**src/rtl/mem_pkg.sv**
```systemverilog
// Shared definitions for the memory port arbiter.
//   - Widths of the address/data paths to the MemoryController.
//   - mcStatus encodings driven by the MemoryController.
//   - Arbiter FSM state type and state constants.
package mem_pkg;

  localparam int unsigned ADDR_W = 32;
  localparam int unsigned DATA_W = 32;

  // mcStatus encodings
  localparam logic [1:0] MC_IDLE  = 2'd0;
  localparam logic [1:0] MC_BUSY  = 2'd1;
  localparam logic [1:0] MC_DONE  = 2'd2;
  localparam logic [1:0] MC_FAULT = 2'd3;

  // Arbiter FSM states
  typedef logic [1:0] arb_state_t;
  localparam arb_state_t StIdle  = 2'd0;
  localparam arb_state_t StIssue = 2'd1;
  localparam arb_state_t StWait  = 2'd2;
  localparam arb_state_t StResp  = 2'd3;

endpackage

```
**src/rtl/rr_arbiter2.sv**
```systemverilog
// Two-way round-robin arbiter.
//   clk_i, rst_i : clock, asynchronous active-high reset
//   req_i        : request vector, bit n = port n
//   accept_i     : grant is taken this cycle; the last-grant pointer moves to it
//   valid_o      : at least one request is present
//   grant_o      : index of the granted port (combinational)
module rr_arbiter2 (
  input  logic       clk_i,
  input  logic       rst_i,
  input  logic [1:0] req_i,
  input  logic       accept_i,
  output logic       valid_o,
  output logic       grant_o
);

  logic last_q;

  assign valid_o = |req_i;
  // On a tie the port that was not served last wins; otherwise the lone requester.
  assign grant_o = (req_i == 2'b11) ? ~last_q : req_i[1];

  // Reset to 1 so that port 0 wins the first tie.
  always_ff @(posedge clk_i or posedge rst_i) begin
    if (rst_i) begin
      last_q <= 1'b1;
    end else if (accept_i) begin
      last_q <= grant_o;
    end
  end

endmodule

```
**src/rtl/mem_port_arbiter.sv**
```systemverilog
// Shares one MemoryController request port between port 0 (fetch) and port 1 (load/store).
// Each access runs IDLE -> ISSUE (one-cycle strobe) -> WAIT (poll mcStatus, watchdog) -> RESP
// (one-cycle ack to the granted port).
//   clk, reset            : clock, asynchronous active-high reset
//   p{0,1}Req/Write/...   : requester inputs, sampled only in IDLE
//   p{0,1}Ack/RData/Fault : completion pulse, registered read data and fault flag
//   execMode              : latched at grant and driven on mcExecMode
//   mc*                   : registered request to the MemoryController
//   RamOutput, mcStatus   : response from the MemoryController
//   busy                  : a transaction is in progress
module mem_port_arbiter
  import mem_pkg::*;
#(
  parameter int unsigned TIMEOUT_CYCLES = 255,
  parameter int unsigned TO_W           = 8
) (
  input  logic              clk,
  input  logic              reset,
  input  logic              p0Req,
  input  logic              p0Write,
  input  logic [ADDR_W-1:0] p0Addr,
  input  logic [DATA_W-1:0] p0WData,
  input  logic              p0Virtual,
  output logic              p0Ack,
  output logic [DATA_W-1:0] p0RData,
  output logic              p0Fault,
  input  logic              p1Req,
  input  logic              p1Write,
  input  logic [ADDR_W-1:0] p1Addr,
  input  logic [DATA_W-1:0] p1WData,
  input  logic              p1Virtual,
  output logic              p1Ack,
  output logic [DATA_W-1:0] p1RData,
  output logic              p1Fault,
  input  logic              execMode,
  output logic [ADDR_W-1:0] mcRamAddress,
  output logic [DATA_W-1:0] mcRamIn,
  output logic              mcReadReq,
  output logic              mcWriteReq,
  output logic              mcAddrVirtual,
  output logic              mcExecMode,
  input  logic [DATA_W-1:0] RamOutput,
  input  logic [1:0]        mcStatus,
  output logic              busy
);

  arb_state_t              state_q, state_d;
  logic                    grant_q, grant_d;
  logic [TO_W-1:0]         to_cnt_q, to_cnt_d;
  logic [ADDR_W-1:0]       addr_q, addr_d;
  logic [DATA_W-1:0]       wdata_q, wdata_d;
  logic                    write_q, write_d;
  logic                    virt_q, virt_d;
  logic                    exec_q, exec_d;
  logic [1:0][DATA_W-1:0]  rdata_q, rdata_d;
  logic [1:0]              fault_q, fault_d;

  logic arb_valid, arb_grant, arb_accept;

  rr_arbiter2 u_rr (
    .clk_i    (clk),
    .rst_i    (reset),
    .req_i    ({p1Req, p0Req}),
    .accept_i (arb_accept),
    .valid_o  (arb_valid),
    .grant_o  (arb_grant)
  );

  always_comb begin
    state_d    = state_q;
    grant_d    = grant_q;
    to_cnt_d   = to_cnt_q;
    addr_d     = addr_q;
    wdata_d    = wdata_q;
    write_d    = write_q;
    virt_d     = virt_q;
    exec_d     = exec_q;
    rdata_d    = rdata_q;
    fault_d    = fault_q;
    arb_accept = 1'b0;
    case (state_q)
      StIdle: begin
        if (arb_valid) begin
          arb_accept = 1'b1;
          grant_d    = arb_grant;
          addr_d     = arb_grant ? p1Addr    : p0Addr;
          wdata_d    = arb_grant ? p1WData   : p0WData;
          write_d    = arb_grant ? p1Write   : p0Write;
          virt_d     = arb_grant ? p1Virtual : p0Virtual;
          exec_d     = execMode;
          state_d    = StIssue;
        end
      end
      StIssue: begin
        to_cnt_d = '0;
        state_d  = StWait;
      end
      StWait: begin
        // Completion beats fault, which beats the watchdog.
        if (mcStatus == MC_DONE) begin
          rdata_d[grant_q] = RamOutput;
          fault_d[grant_q] = 1'b0;
          state_d          = StResp;
        end else if ((mcStatus == MC_FAULT) || (to_cnt_q == TO_W'(TIMEOUT_CYCLES))) begin
          rdata_d[grant_q] = '0;
          fault_d[grant_q] = 1'b1;
          state_d          = StResp;
        end else begin
          to_cnt_d = to_cnt_q + TO_W'(1);
        end
      end
      StResp: begin
        state_d = StIdle;
      end
      default: begin
        state_d = StIdle;
      end
    endcase
  end

  always_ff @(posedge clk or posedge reset) begin
    if (reset) begin
      state_q  <= StIdle;
      grant_q  <= 1'b0;
      to_cnt_q <= '0;
      addr_q   <= '0;
      wdata_q  <= '0;
      write_q  <= 1'b0;
      virt_q   <= 1'b0;
      exec_q   <= 1'b0;
      rdata_q  <= '0;
      fault_q  <= '0;
    end else begin
      state_q  <= state_d;
      grant_q  <= grant_d;
      to_cnt_q <= to_cnt_d;
      addr_q   <= addr_d;
      wdata_q  <= wdata_d;
      write_q  <= write_d;
      virt_q   <= virt_d;
      exec_q   <= exec_d;
      rdata_q  <= rdata_d;
      fault_q  <= fault_d;
    end
  end

  assign mcRamAddress  = addr_q;
  assign mcRamIn       = wdata_q;
  assign mcAddrVirtual = virt_q;
  assign mcExecMode    = exec_q;
  assign mcReadReq     = (state_q == StIssue) && !write_q;
  assign mcWriteReq    = (state_q == StIssue) && write_q;
  assign p0Ack         = (state_q == StResp) && !grant_q;
  assign p1Ack         = (state_q == StResp) && grant_q;
  assign p0RData       = rdata_q[0];
  assign p1RData       = rdata_q[1];
  assign p0Fault       = fault_q[0];
  assign p1Fault       = fault_q[1];
  assign busy          = (state_q != StIdle);

endmodule

```
**config.mk**
```make
export PLATFORM = sky130hd
export DESIGN_NAME = mem_port_arbiter
export DESIGN_NICKNAME = d
export VERILOG_FILES = /design/src/rtl/mem_pkg.sv /design/src/rtl/rr_arbiter2.sv /design/src/rtl/mem_port_arbiter.sv
export SDC_FILE = /design/constraint.sdc
export NUM_CORES = 1
export LEC_CHECK = 0
export ABC_AREA = 1
export BUFFER_PORTS_ARGS = -buffer_cell sky130_fd_sc_hd__buf_2
export CAP_MARGIN = 15
export CORE_AREA = 2 2 142 144
export CTS_BUF_LIST = sky130_fd_sc_hd__clkbuf_4
export DETAILED_ROUTE_END_ITERATION = 8
export DIE_AREA = 0 0 144 146
export HOLD_SLACK_MARGIN = 0.02
export PLACE_DENSITY = 0.67
export SLEW_MARGIN = 20
export SYNTH_ARGS = -nofsm -noshare
export SYNTH_HDL_FRONTEND = slang
export SYNTH_SLANG_ARGS = --single-unit
```
**constraint.sdc**
```tcl
create_clock -name clk -period 5.9 [get_ports clk]
set_input_delay 1.475 -clock clk [delete_from_list [all_inputs] [get_ports clk]]
set_output_delay 1.475 -clock clk [all_outputs]
set_load 0.03 [all_outputs]
```
==> impl_metrics.env <==
export IMPL_status="finished clean"
export IMPL_worstPathMaxFanout=69
export IMPL_grt_overflow_total=0
export IMPL_syn_area_um2=7710
export IMPL_avgSynthCellArea_um2=7.72
export IMPL_drcViolationCount=0
export IMPL_initial_core_util=0.399
export IMPL_post_cts_setup_buffers=0
export IMPL_setup_viol=0
export IMPL_drt_pass1_iter_count=4
export IMPL_peakVddDrop_mv=0.284
export IMPL_cts_sinks=145
export IMPL_synth_ff_type="dfrtp_1"
export IMPL_slew_limit_headroom=0.472
export IMPL_total_power_mw=5.32
export IMPL_slowest_stage="buf_4"
export IMPL_clkSlewWorstSetupHoldPaths_ns=0.13
export IMPL_crit_path_end_kind="output pin"
export IMPL_post_route_util=0.491
export IMPL_vias_per_cell=5.25
export IMPL_ys_warn_count=0
export IMPL_place_hpwl_um=16700
export IMPL_grt_pass1_wl_um=40400
export IMPL_yosysSeqAreaShare=0.471
export IMPL_synth_edff_count=0
export IMPL_cts_buffers=17
export IMPL_die_w_um=144
export IMPL_crit_path_max_incr_delay_ns=0.57
export IMPL_clock_path_buffers=2
export IMPL_fin_crit_sh=0.569
export IMPL_fmax_ghz=0.298
export IMPL_nNetsFinal=1426
export IMPL_p_leak_nw=5.26
export IMPL_ctsResizeCount=0
export IMPL_p_per_area_nw_per_um2=560
export IMPL_finalSetupTns_ns=0
export IMPL_reg2regPathDepth=6
export IMPL_hp_class="reg -> reg"
export IMPL_ios=308
export IMPL_cts_tree="built"
export IMPL_max_cap_violations=0
export IMPL_yosysTopAreaCell="dfrtp_1"
export IMPL_r2r_slack_ns=3.12
export IMPL_finalHoldViolCount=0
export IMPL_start_kind="flop"
export IMPL_die_area_um2=21000
export IMPL_grt_max_degree=109
export IMPL_portBuffers=307
export IMPL_rsz0062_at_grt="no"
export IMPL_arrival_ns=1.88
export IMPL_antenna_found_initial=5
export IMPL_nFillCells=1968
export IMPL_fp_coreArea_um2=19300
export IMPL_reg2reg_from="state_q[0]"
export IMPL_ys_types=29
export IMPL_critical_path_required_ns=4.43
export IMPL_path_cells="buf_4, nand2_1, inv_1, buf_2"
export IMPL_synth_area_leaders="dfrtp_1, nand2_1, nand3_1"
export IMPL_grt_pass1_vias=7552
export IMPL_worstMarginPinSlew_ns=0.793
export IMPL_clk_latency_ns=0.57
export IMPL_synthArstFlopShare=1.00
export IMPL_synthCells=998
export IMPL_rows=51
export IMPL_min_period_ns=3.36
export IMPL_drt_wl_total_um=25500
export IMPL_postRouteAntennaNets=0
export IMPL_vias=8032
export IMPL_track_usage=0.242
export IMPL_gp_congestion=0.811
export IMPL_clock_skew_ns=0.0288
export IMPL_whs_path_depth=2
export IMPL_regToRegEndpoint="to_cnt_q[0]"
export IMPL_drive_above_1_share=0.296
export IMPL_die_y_um=146
export IMPL_clockRootBuffer="clkbuf_4"
export IMPL_crit_type="reg -> out"
export IMPL_synth_seq_cells=145
export IMPL_synth_top_area_share=0.467
export IMPL_drtIter0Drc=510
export IMPL_cts_max_level=4
export IMPL_area_growth_pct=23.2
export IMPL_wire_per_inst_um=16.7
export IMPL_synth_nets=1174
export IMPL_final_max_slew_violation_count=0
export IMPL_holdBufCountCts=0
==> worst max-delay path, delay by kind of cell, from the launching register on <==
| family | cells | cell delay [ns] |
|---|---|---|
| AND/OR/NAND/NOR | 1 | 0.10 |
| flip-flops | 1 | 0.39 |
| buffers and inverters | 3 | 0.83 |
==> synth_stat cells, types with 5 or more instances <==
cell      number
buf_2         33
buf_4         13
buf_6          9
clkbuf_1      27
dfrtp_1      144
ha_1           5
inv_1         22
inv_2          5
nand2_1      300
nand3_1      141
nand4_1       69
nor2_1        71
o21ai_0      105
o21ai_1       33
==> worst max path at each step <==
stage	startpoint	end	slack, ns
6_report	grant_q	p1Ack	2.54
4_1_cts	grant_q	p1Ack	2.46
3_5_place_dp	mcStatus[1]	p0RData[7]	2.69
5_1_grt	grant_q	p1Ack	2.32
3_3_place_gp	mcStatus[1]	p0RData[14]	2.72
2_1_floorplan	reset	asynchronous set/reset pin	0.53
==> stage by stage <==
step                setup slack, ns  hold WS (ns)  area, µm²  instances
floorplan                     0.532         0.465       7710        998
detailed placement             2.69         0.461       9160       1496
global route                   2.32         0.518       9500       1531
finish                         2.54         0.490       9500       1531
global placement               2.72         0.458       9160       1496
CTS                            2.46         0.492       9490       1527
==> cell usage in the layout (no fill, tap or decap), types with 2 or more instances in the layout <==
| cell type | count |
|---|---|
| clkinv_2 | 2 |
| dfrtp_1 | 143 |
| buf_2 | 307 |
| o21ai_1 | 33 |
| inv_2 | 6 |
| nand4_1 | 69 |
| a21oi_4 | 2 |
| nand2_1 | 299 |
| nor2_1 | 71 |
| clkinv_4 | 3 |
| ha_1 | 4 |
| nand2_2 | 3 |
| buf_4 | 12 |
| nand3_1 | 141 |
| clkinvlp_4 | 3 |
| clkbuf_4 | 18 |
| inv_1 | 20 |
| nand3_4 | 2 |
| diode_2 | 4 |
| o21ai_0 | 105 |
| nor2_4 | 3 |
| bufinv_16 | 4 |
| a21oi_1 | 2 |
==> state kept, by name (all words and copies together) (netlist names), named ones only <==
register / flops
grant_q: 1
mcAddrVirtual: 1
mcExecMode: 1
mcRamAddress: 32
mcRamIn: 32
p0RData: 32
p1RData: 32
state_q: 2
to_cnt_q: 8
u_rr.last_q: 1
write_q: 1
==> metal layers <==
metal  vias up  GRT usage  routed length (µm)
li1       3849          -                   -
met5         -          0                  11
met4         2     0.0843                 608
met1      3766      0.317               10400
met3        39     0.0698                2320
met2       376      0.384               12200
==> cell families after synthesis <==
kind of cell / synth area share
AO/OA/AOI/OAI: 0.0972
XOR/XNOR: 0.00114
adder cells (fa/ha/maj): 0.00812
buffers and inverters: 0.0805
flip-flops: 0.471
AND/OR/NAND/NOR: 0.342
==> power by group <==
group | internal, mW | switching (mW) | leakage [nW] | total [mW]
Combinational | 0.741 | 2.05 | 3.23 | 2.79
Clock | 0.340 | 0.398 | 0.165 | 0.737
Sequential | 1.46 | 0.334 | 1.87 | 1.79
Total | 2.54 | 2.78 | 5.26 | 5.32
==> final cells by class <==
| class | count | area [µm²] | area share |
|---|---|---|---|
| Sequential cell | 145 | 3630 | 0.382 |
| Multi-Input combinational cell | 740 | 3470 | 0.365 |
| Timing Repair Buffer | 319 | 1630 | 0.171 |
| Tap cell | 265 | 332 | 0.0349 |
| Clock inverter | 13 | 188 | 0.0198 |
| Clock buffer | 18 | 135 | 0.0142 |
| Inverter | 27 | 109 | 0.0115 |
| Antenna cell | 4 | 10.0 | 0.00105 |
(Power assumes the default switching activity.)
